File: src/rtl/search_req_ctrl_pkg.sv
// rtl/search_req_ctrl_pkg.sv - shared types and helpers for the search request stage
package search_pkg;

   localparam int C_CNT_WIDTH = 16;
   localparam int C_TAB_WIDTH = 4;

   typedef enum logic [1:0] {
      IDLE  = 2'd0,
      ISSUE = 2'd1,
      WAIT  = 2'd2,
      HOLD  = 2'd3
   } search_req_st_t;

   // Status part of the result record; address and data widths follow the
   // instance parameters, so they are kept next to this record in the top.
   typedef struct packed {
      logic                   hit;
      logic                   tmo;
      logic [C_TAB_WIDTH-1:0] tab;
   } search_res_t;

   // Statistics counters stick at all-ones instead of wrapping.
   function automatic logic [C_CNT_WIDTH-1:0] sat_inc(input logic [C_CNT_WIDTH-1:0] v);
      return (&v) ? v : v + 1'b1;
   endfunction

endpackage

File: src/rtl/search_key_fifo.sv
// rtl/search_key_fifo.sv - show-ahead key FIFO with registered full/empty flags
module search_key_fifo
   import search_pkg::*;
#(
   parameter int C_DEPTH = 4,
   parameter int C_WIDTH = 24
) (
   input  logic               clk_i,
   input  logic               rstn_i,
   input  logic               push_i,
   input  logic [C_WIDTH-1:0] data_i,
   input  logic               pop_i,
   output logic [C_WIDTH-1:0] data_o,
   output logic               full_o,
   output logic               empty_o
);

   localparam int C_AW = $clog2(C_DEPTH);

   logic [C_WIDTH-1:0] mem_q [C_DEPTH];
   logic [C_AW-1:0]    wr_ptr_q, wr_ptr_d;
   logic [C_AW-1:0]    rd_ptr_q, rd_ptr_d;
   logic [C_AW:0]      count_q, count_d;
   logic               full_q, full_d;
   logic               empty_q, empty_d;
   logic               push_ok, pop_ok;

   // Pointer/occupancy update; a push while full is dropped (no pass-through).
   always_comb begin
      push_ok  = push_i & ~full_q;
      pop_ok   = pop_i & ~empty_q;
      wr_ptr_d = wr_ptr_q + C_AW'(push_ok);
      rd_ptr_d = rd_ptr_q + C_AW'(pop_ok);
      count_d  = count_q;
      if (push_ok && !pop_ok) begin
         count_d = count_q + 1'b1;
      end else if (pop_ok && !push_ok) begin
         count_d = count_q - 1'b1;
      end
      full_d  = (count_d == (C_AW+1)'(C_DEPTH));
      empty_d = (count_d == '0);
   end

   // Control registers; full is held high in reset so no key is taken then.
   always_ff @(posedge clk_i) begin
      if (!rstn_i) begin
         wr_ptr_q <= '0;
         rd_ptr_q <= '0;
         count_q  <= '0;
         full_q   <= 1'b1;
         empty_q  <= 1'b1;
      end else begin
         wr_ptr_q <= wr_ptr_d;
         rd_ptr_q <= rd_ptr_d;
         count_q  <= count_d;
         full_q   <= full_d;
         empty_q  <= empty_d;
      end
   end

   // Storage array, written only on an accepted push.
   always_ff @(posedge clk_i) begin
      if (push_ok) begin
         mem_q[wr_ptr_q] <= data_i;
      end
   end

   assign data_o  = mem_q[rd_ptr_q];
   assign full_o  = full_q;
   assign empty_o = empty_q;

endmodule

File: src/rtl/search_req_ctrl.sv
// rtl/search_req_ctrl.sv - issues buffered search keys and collects results with timeout
module search_req_ctrl
   import search_pkg::*;
#(
   parameter int C_NUM_TABLE      = 4,
   parameter int C_RULE_WIDTH     = 24,
   parameter int C_MEM_DATA_WIDTH = 56,
   parameter int C_MEM_ADDR_WIDTH = 8,
   parameter int C_FIFO_DEPTH     = 4,
   parameter int C_TIMEOUT        = 64
) (
   input  logic                                 clk_i,
   input  logic                                 rstn_i,
   input  logic                                 key_vd_i,
   input  logic [C_RULE_WIDTH-1:0]              key_i,
   output logic                                 key_rdy_o,
   input  logic [C_NUM_TABLE-1:0]               ready_i,
   input  logic [C_NUM_TABLE-1:0]               busy_i,
   output logic                                 search_o,
   output logic [C_RULE_WIDTH-1:0]              key_o,
   input  logic                                 hit_vd_i,
   input  logic                                 hit_i,
   input  logic [3:0]                           hit_tab_i,
   input  logic [C_MEM_ADDR_WIDTH-1:0]          hit_addr_i,
   input  logic [C_MEM_DATA_WIDTH-C_RULE_WIDTH-1:0] hit_data_i,
   output logic                                 res_vd_o,
   input  logic                                 res_rdy_i,
   output logic                                 res_hit_o,
   output logic                                 res_tmo_o,
   output logic [C_RULE_WIDTH-1:0]              res_key_o,
   output logic [3:0]                           res_tab_o,
   output logic [C_MEM_ADDR_WIDTH-1:0]          res_addr_o,
   output logic [C_MEM_DATA_WIDTH-C_RULE_WIDTH-1:0] res_data_o,
   output logic [15:0]                          cnt_hit_o,
   output logic [15:0]                          cnt_miss_o,
   output logic [15:0]                          cnt_tmo_o
);

   localparam int C_DW = C_MEM_DATA_WIDTH - C_RULE_WIDTH;
   localparam int C_TW = $clog2(C_TIMEOUT);
   localparam logic [C_TW-1:0] C_TMR_LAST = C_TW'(C_TIMEOUT - 1);

   search_req_st_t          state_q, state_d;
   logic                    search_q, search_d;
   logic [C_RULE_WIDTH-1:0] key_out_q, key_out_d;
   logic [C_RULE_WIDTH-1:0] res_key_q, res_key_d;
   search_res_t             res_q, res_d;
   logic [C_MEM_ADDR_WIDTH-1:0] addr_q, addr_d;
   logic [C_DW-1:0]         data_q, data_d;
   logic                    res_vd_q, res_vd_d;
   logic [C_TW-1:0]         timer_q, timer_d;
   logic [C_CNT_WIDTH-1:0]  cnt_hit_q, cnt_hit_d;
   logic [C_CNT_WIDTH-1:0]  cnt_miss_q, cnt_miss_d;
   logic [C_CNT_WIDTH-1:0]  cnt_tmo_q, cnt_tmo_d;

   logic                    fifo_full, fifo_empty, fifo_pop;
   logic [C_RULE_WIDTH-1:0] fifo_head;

   search_key_fifo #(
      .C_DEPTH (C_FIFO_DEPTH),
      .C_WIDTH (C_RULE_WIDTH)
   ) u_key_fifo (
      .clk_i   (clk_i),
      .rstn_i  (rstn_i),
      .push_i  (key_vd_i),
      .data_i  (key_i),
      .pop_i   (fifo_pop),
      .data_o  (fifo_head),
      .full_o  (fifo_full),
      .empty_o (fifo_empty)
   );

   // Next-state and datapath: one search in flight, tables sampled only in IDLE.
   always_comb begin
      state_d    = state_q;
      search_d   = 1'b0;
      key_out_d  = key_out_q;
      res_key_d  = res_key_q;
      res_d      = res_q;
      addr_d     = addr_q;
      data_d     = data_q;
      res_vd_d   = res_vd_q;
      timer_d    = timer_q;
      cnt_hit_d  = cnt_hit_q;
      cnt_miss_d = cnt_miss_q;
      cnt_tmo_d  = cnt_tmo_q;
      fifo_pop   = 1'b0;
      case (state_q)
         IDLE: begin
            // Strobe and key are registered here so they line up with ISSUE.
            if (!fifo_empty && (&ready_i) && !(|busy_i)) begin
               state_d   = ISSUE;
               search_d  = 1'b1;
               key_out_d = fifo_head;
            end
         end
         ISSUE: begin
            fifo_pop  = 1'b1;
            res_key_d = fifo_head;
            timer_d   = '0;
            state_d   = WAIT;
         end
         WAIT: begin
            timer_d = timer_q + 1'b1;
            // A result arriving on the expiry cycle still counts as a result.
            if (hit_vd_i) begin
               res_d.hit = hit_i;
               res_d.tmo = 1'b0;
               res_d.tab = hit_tab_i;
               addr_d    = hit_addr_i;
               data_d    = hit_data_i;
               if (hit_i) begin
                  cnt_hit_d = sat_inc(cnt_hit_q);
               end else begin
                  cnt_miss_d = sat_inc(cnt_miss_q);
               end
               res_vd_d = 1'b1;
               state_d  = HOLD;
            end else if (timer_q == C_TMR_LAST) begin
               res_d.hit = 1'b0;
               res_d.tmo = 1'b1;
               res_d.tab = '0;
               addr_d    = '0;
               data_d    = '0;
               cnt_tmo_d = sat_inc(cnt_tmo_q);
               res_vd_d  = 1'b1;
               state_d   = HOLD;
            end
         end
         HOLD: begin
            if (res_rdy_i) begin
               res_vd_d = 1'b0;
               state_d  = IDLE;
            end
         end
         default: state_d = IDLE;
      endcase
   end

   // State, result and statistics registers; reset drops any in-flight work.
   always_ff @(posedge clk_i) begin
      if (!rstn_i) begin
         state_q    <= IDLE;
         search_q   <= 1'b0;
         key_out_q  <= '0;
         res_key_q  <= '0;
         res_q      <= '0;
         addr_q     <= '0;
         data_q     <= '0;
         res_vd_q   <= 1'b0;
         timer_q    <= '0;
         cnt_hit_q  <= '0;
         cnt_miss_q <= '0;
         cnt_tmo_q  <= '0;
      end else begin
         state_q    <= state_d;
         search_q   <= search_d;
         key_out_q  <= key_out_d;
         res_key_q  <= res_key_d;
         res_q      <= res_d;
         addr_q     <= addr_d;
         data_q     <= data_d;
         res_vd_q   <= res_vd_d;
         timer_q    <= timer_d;
         cnt_hit_q  <= cnt_hit_d;
         cnt_miss_q <= cnt_miss_d;
         cnt_tmo_q  <= cnt_tmo_d;
      end
   end

   assign key_rdy_o  = ~fifo_full;
   assign search_o   = search_q;
   assign key_o      = key_out_q;
   assign res_vd_o   = res_vd_q;
   assign res_hit_o  = res_q.hit;
   assign res_tmo_o  = res_q.tmo;
   assign res_key_o  = res_key_q;
   assign res_tab_o  = res_q.tab;
   assign res_addr_o = addr_q;
   assign res_data_o = data_q;
   assign cnt_hit_o  = cnt_hit_q;
   assign cnt_miss_o = cnt_miss_q;
   assign cnt_tmo_o  = cnt_tmo_q;

endmodule

File: config.mk
export PLATFORM = sky130hd
export DESIGN_NAME = search_req_ctrl
export DESIGN_NICKNAME = d
export VERILOG_FILES = /design/src/rtl/search_req_ctrl_pkg.sv /design/src/rtl/search_key_fifo.sv /design/src/rtl/search_req_ctrl.sv
export SDC_FILE = /design/constraint.sdc
export NUM_CORES = 1
export LEC_CHECK = 0
export ABC_CLOCK_PERIOD_IN_PS = 4200
export CORE_AREA = 5 5 188 190
export CTS_CLUSTER_SIZE = 30
export DETAILED_ROUTE_END_ITERATION = 12
export DIE_AREA = 0 0 193 195
export HOLD_SLACK_MARGIN = 0.15
export PLACE_DENSITY = 0.49
export SYNTH_ARGS = -nofsm -noshare
export SYNTH_HDL_FRONTEND = slang
export SYNTH_SLANG_ARGS = --single-unit
File: constraint.sdc
create_clock -name clk_i -period 4.2 [get_ports clk_i]
set_input_delay 1.26 -clock clk_i [delete_from_list [all_inputs] [get_ports clk_i]]
set_output_delay 1.26 -clock clk_i [all_outputs]
set_load 0.02 [all_outputs]
Yosys cells after proc, flatten, opt, wreduce, memory -nomap -nowiden

Memory sizes are Yosys's and may differ from the RTL's. A register that Yosys moved wholly into a read port is not among the register bits.
Cells that the tools add are included.
Widths: inputs -> output; s select.

Flip-flop bits (word level): 161
Memory bits (writable): 96
Input bits: 82
Output and inout bits: 145
Logic and storage cells: 94
Memories kept: 1

Add/sub/neg operators: 8
Equality and inequality tests: 8
Multiplexer cells: 23
Bitwise gates (word level): 9
Reductions and logical operators: 26

Memories:

| memory           | words | width | read ports | clocked after memory_dff | wr ports | line                  | source |
|---|---|---|---|---|---|---|---|
| u_key_fifo.mem_q | 4     | 24    | 1          | 1                        | 1        | search_key_fifo.sv:20 | `logic [C_WIDTH-1:0] mem_q [C_DEPTH];` |

Operator list:

| kind                  | count |
|---|---|
| $mux 32               | 2 |
| $add 16x1->16 const B | 3 |
| $reduce_and 16->1     | 3 |
| $mux 8                | 2 |
| $reduce_and 4->1      | 4 |
| $mux 6                | 2 |
| $pmux 6 s2            | 1 |
| $mux 2                | 5 |
| $pmux 2 s4            | 1 |
| $mux 1                | 7 |
| $not 1->1             | 7 |
| $add 6x1->6 const B   | 1 |
| $eq 6x6->1 const B    | 1 |
| $mux 3                | 2 |
| $reduce_and 2->1      | 3 |
| $reduce_and 3->1      | 2 |
| $reduce_bool 2->1     | 3 |
| $add 2x1->2           | 2 |
| $eq 2x2->1 const B    | 2 |
| $logic_and 1x1->1     | 4 |
| $logic_not 1->1       | 4 |
| $ne 2x2->1 const B    | 2 |
| $reduce_or 4->1       | 1 |
| $add 3x1->3 const B   | 1 |
| other kinds (8)       | 9 |

Depth between registers and ports, before layout

Word-level depth: 7
Mapped depth: 9
Depth with buffers taken out: 7

Cells and area by module

Synthesis repeated with hierarchy kept, for this count alone.

Cells, all modules: 898
Area, all modules: 10402.5 µm²

By module, submodules not included:

| module          | instances | cells each | area an instance (µm²) | seq. area each (µm²) |
|---|---|---|---|---|
| search_req_ctrl | 1         | 710        | 6297.3                 | 3042.9 |
| search_key_fifo | 1         | 188        | 4105.2                 | 3062.9 |

Worst setup path before layout

OpenSTA, ideal clock, no wires.

Kind: input -> register
Start: in key_vd_i
End: mem u_key_fifo.mem_q[2][0], enable pin
Setup time: 0.440 ns
Data arrival time: 3.297 ns
Data required time: 3.760 ns
Path slack: 0.463 ns
Stages: 3
Buffers on the path: 1
Path through: nand2b_1 clkbuf_1 nor3b_1

Cells in the longest elaborated chain, start to end: 3

RTL lines:

| item                         | line                  | source |
|---|---|---|
| start, declared              | search_req_ctrl.sv:14 | `input logic key_vd_i,` |
| $and 1x1->1                  | search_key_fifo.sv:30 | `push_ok = push_i & ~full_q;` |
| $mux 1                       | search_key_fifo.sv:63 | `if (push_ok) begin` |
| $mux 1 (implied by the code) | search_key_fifo.sv:64 | `mem_q[wr_ptr_q] <= data_i;` |
| end, declared                | search_key_fifo.sv:20 |  |

Every way passes these cells.

Final worst setup path

Start: in hit_vd_i
End: reg cnt_miss_q[13], in the netlist cnt_miss_o[13]

Cells in the longest elaborated chain, start to end: 1

RTL lines:

| item                       | line                   | source |
|---|---|---|
| start, declared            | search_req_ctrl.sv:21  | `input logic hit_vd_i,` |
| $reduce_and 4->1 (no line) | n/a                    |  |
| end signal, assigned       | search_req_ctrl.sv:166 | `cnt_miss_q <= cnt_miss_d;` |
| end, declared              | search_req_ctrl.sv:53  | `logic [C_CNT_WIDTH-1:0] cnt_miss_q, cnt_miss_d;` |

Every way passes these cells.
A chain may end at the register's enable or synchronous reset.

==> metrics <==
status=complete, no violations; Final Wtd Congestion=0.738; Initial DRC Count=309; Worst VDD drop=0.308 mV; Slew Limit Fails=0; Max Fclk=337 MHz; reg2reg path depth=7; Pwr Total=6330 uW; Post-Syn Nets=935; CP Max Fanout=7; core area=33300 um^2; DRT Wirelength=26.2 mm; skew final=7.82 ps; final setup TNS=0 ps; slew margin rel.=0.358; via count=7062; fraction of final layout cells sized beyond drive strength 1=0.0953; P&R area growth vs syn=39.2%; min-delay src=key_o[23]; r2r endpoint=cnt_miss_o[13]; Root Driver=clkbuf_16; placed cell areas=12700 um^2; Top delay family on crit path=simple AND/OR/NAND/NOR gates; maxcap violations=0; clk_lat worst skew=540 ps; Final period util=0.706; Post-DRT Antenna Nets=0; Critical Path End Type=register; Slowest-stage cell, CP=clkdlybuf4s50_1; Synth Area per Inst=11.8 um^2; post-route cell area=13800 um^2; Initial Utilization=0.297; reg-to-reg critical path startpoint=state_q[0]; unrepaired setup endpoints after global routing=false; all-layer global routing usage=0.135; initial antenna violation count=2; first-pass GRT wire length=41.3 mm; Synth area leaders=dfxtp_1, edfxtp_1, mux4_2; port bufs=226; count leader, synth=dfxtp_1; slowest stage delay, CP=680 ps; # diodes=0; Post-route DRC=0; synthesized area=9900 um^2; total CTS buffers=30; Lkg Pwr=0.00459 uW; Hold EP=key_o[23]; Post-synth EDFFs=96; Netlist cell types=55; share of the synthesized area in the top cell type=0.326; TritonCTS clock tree=yes; Synth area leader=dfxtp_1; Synth top cells by count=dfxtp_1, nor2_1, edfxtp_1; Main synth FF type=dfxtp_1; Final HPWL DP=17.7 mm; Hold Buf Count CTS=0; die height=195 um; Worst-Margin Slew=963 ps; HP Class=reg -> reg; reg2reg setup slack=1750 ps; final hold vios=0; drt pass-1 iters=5; die width=193 um; Worst Path Arrival=3440 ps; row count=67; sequential share of the synthesized area=0.617; Fillers=3208; Buf/Inv on CP=1; #FFs+latches synth=257; Tmin final=2970 ps; post-DR vias/cell=4.59; pin count of the biggest net entering global routing=49; Reg clk slew, reported paths=60 ps; Synth Instances=840; Clock Tree Buf Depth=3; power per cell area=460 nW/um^2; warnings from Yosys=0; ys async rst share=0; post-DR wirelength/cell=17.0 um; vias in the first global route=7298; grt total ovfl=0; H-tree levels=1; clock sink count=257; Final setup violation count=0; die area=37600 um^2; Worst Setup Start Kind=input pin; Post CTS Setup Buffer Count=0; Final #Nets=1162; Required @ worst endpoint=4670 ps; Setup CP Type=in -> reg; Hold Path Depth=2; crit-path cells=clkdlybuf4s50_1, nand2_2, or3_4, or4_4, or3_1, a21oi_1; post-cts resize count=0; post-layout util=0.414; placed cells=1483; Boundary Pins=227; fin cells=1539
kinds of logic (layout without fill, tap and decap cells):
logic type	after synthesis	after routing	synth area share
and+or+nand+nor	294	294	0.139
DFF	257	257	0.617
AOI/OAI and AO/OA	123	123	0.0837
buffers and inverters	60	311	0.0243
muxes	56	56	0.0871
xor gates and xnor gates	37	37	0.0327
adders and majority gates	13	13	0.0164
per-layer routing:
| metal | global-route usage | wire length, um | vias up |
|---|---|---|---|
| met1 | 0.171 | 11000 | 3345 |
| met5 | 0 | 25 | - |
| met3 | 0.0436 | 2150 | 38 |
| met2 | 0.228 | 12600 | 182 |
| met4 | 0.0275 | 439 | 4 |
| li1 | - | - | 3493 |
worst max path at each step:
stage / start / to / slack (ps) / cells after the start
3_5_place_dp: hit_vd_i / cnt_miss_o[13] / 700 / 6
4_1_cts: cnt_tmo_o[10] / cnt_tmo_o[10] / 1230 / 1
3_3_place_gp: hit_vd_i / cnt_miss_o[13] / 730 / 6
2_1_floorplan: key_vd_i / u_key_fifo.mem_q[2][0] / 460 / 3
6_report: hit_vd_i / cnt_miss_o[13] / 1230 / 6
5_1_grt: hit_vd_i / cnt_hit_o[15] / 1160 / 6
area by class of cell:
type	count	area, um^2	share of cell area
well taps	448	561	0.0407
inverters	14	55.1	0.00400
multi-input cells	523	3580	0.260
clock inverters	17	235	0.0171
repair buffers	241	2410	0.175
flip-flops and latches	257	6110	0.443
clock buffers	39	826	0.0600
placed cells by master, fill, tap and decap left out, drive strengths merged, types with 15 or more instances in the layout:
| master | n |
|---|---|
| nand3 | 24 |
| clkdlybuf4s50 | 226 |
| nand2 | 77 |
| mux2i | 31 |
| a22oi | 45 |
| edfxtp | 96 |
| clkbuf | 39 |
| nor2 | 116 |
| buf | 15 |
| xor2 | 15 |
| mux4 | 24 |
| a21oi | 37 |
| dfxtp | 161 |
| xnor2 | 22 |
registers in the layout, indices dropped and copies added (netlist names), 3 cells and up:
name / count
cnt_hit_o: 16
res_data_o: 32
res_key_o: 24
cnt_tmo_o: 16
res_addr_o: 8
u_key_fifo.mem_q: 96
cnt_miss_o: 16
timer_q: 6
key_o: 24
u_key_fifo.count_q: 3
res_tab_o: 4
tightest hold or removal path, cell delays in order, from the launching register on:
cell	delay, ps
dfxtp_1	300
nand2_1	50
a21oi_1	50
metrics by stage:
step / setup WS, ps / hold WS, ps
finish: 1230 / 451
global route: 1160 / 470
CTS: 1230 / 458
detailed placement: 703 / 446
global placement: 730 / 439
floorplan: 463 / 454
power breakdown:
part	switching [uW]	internal, uW	total [uW]
Combinational	387	377	764
Sequential	81.8	2730	2820
Clock	1010	1740	2750
Total	1470	4860	6330
Note: power is estimated with default switching activity, not from simulation.
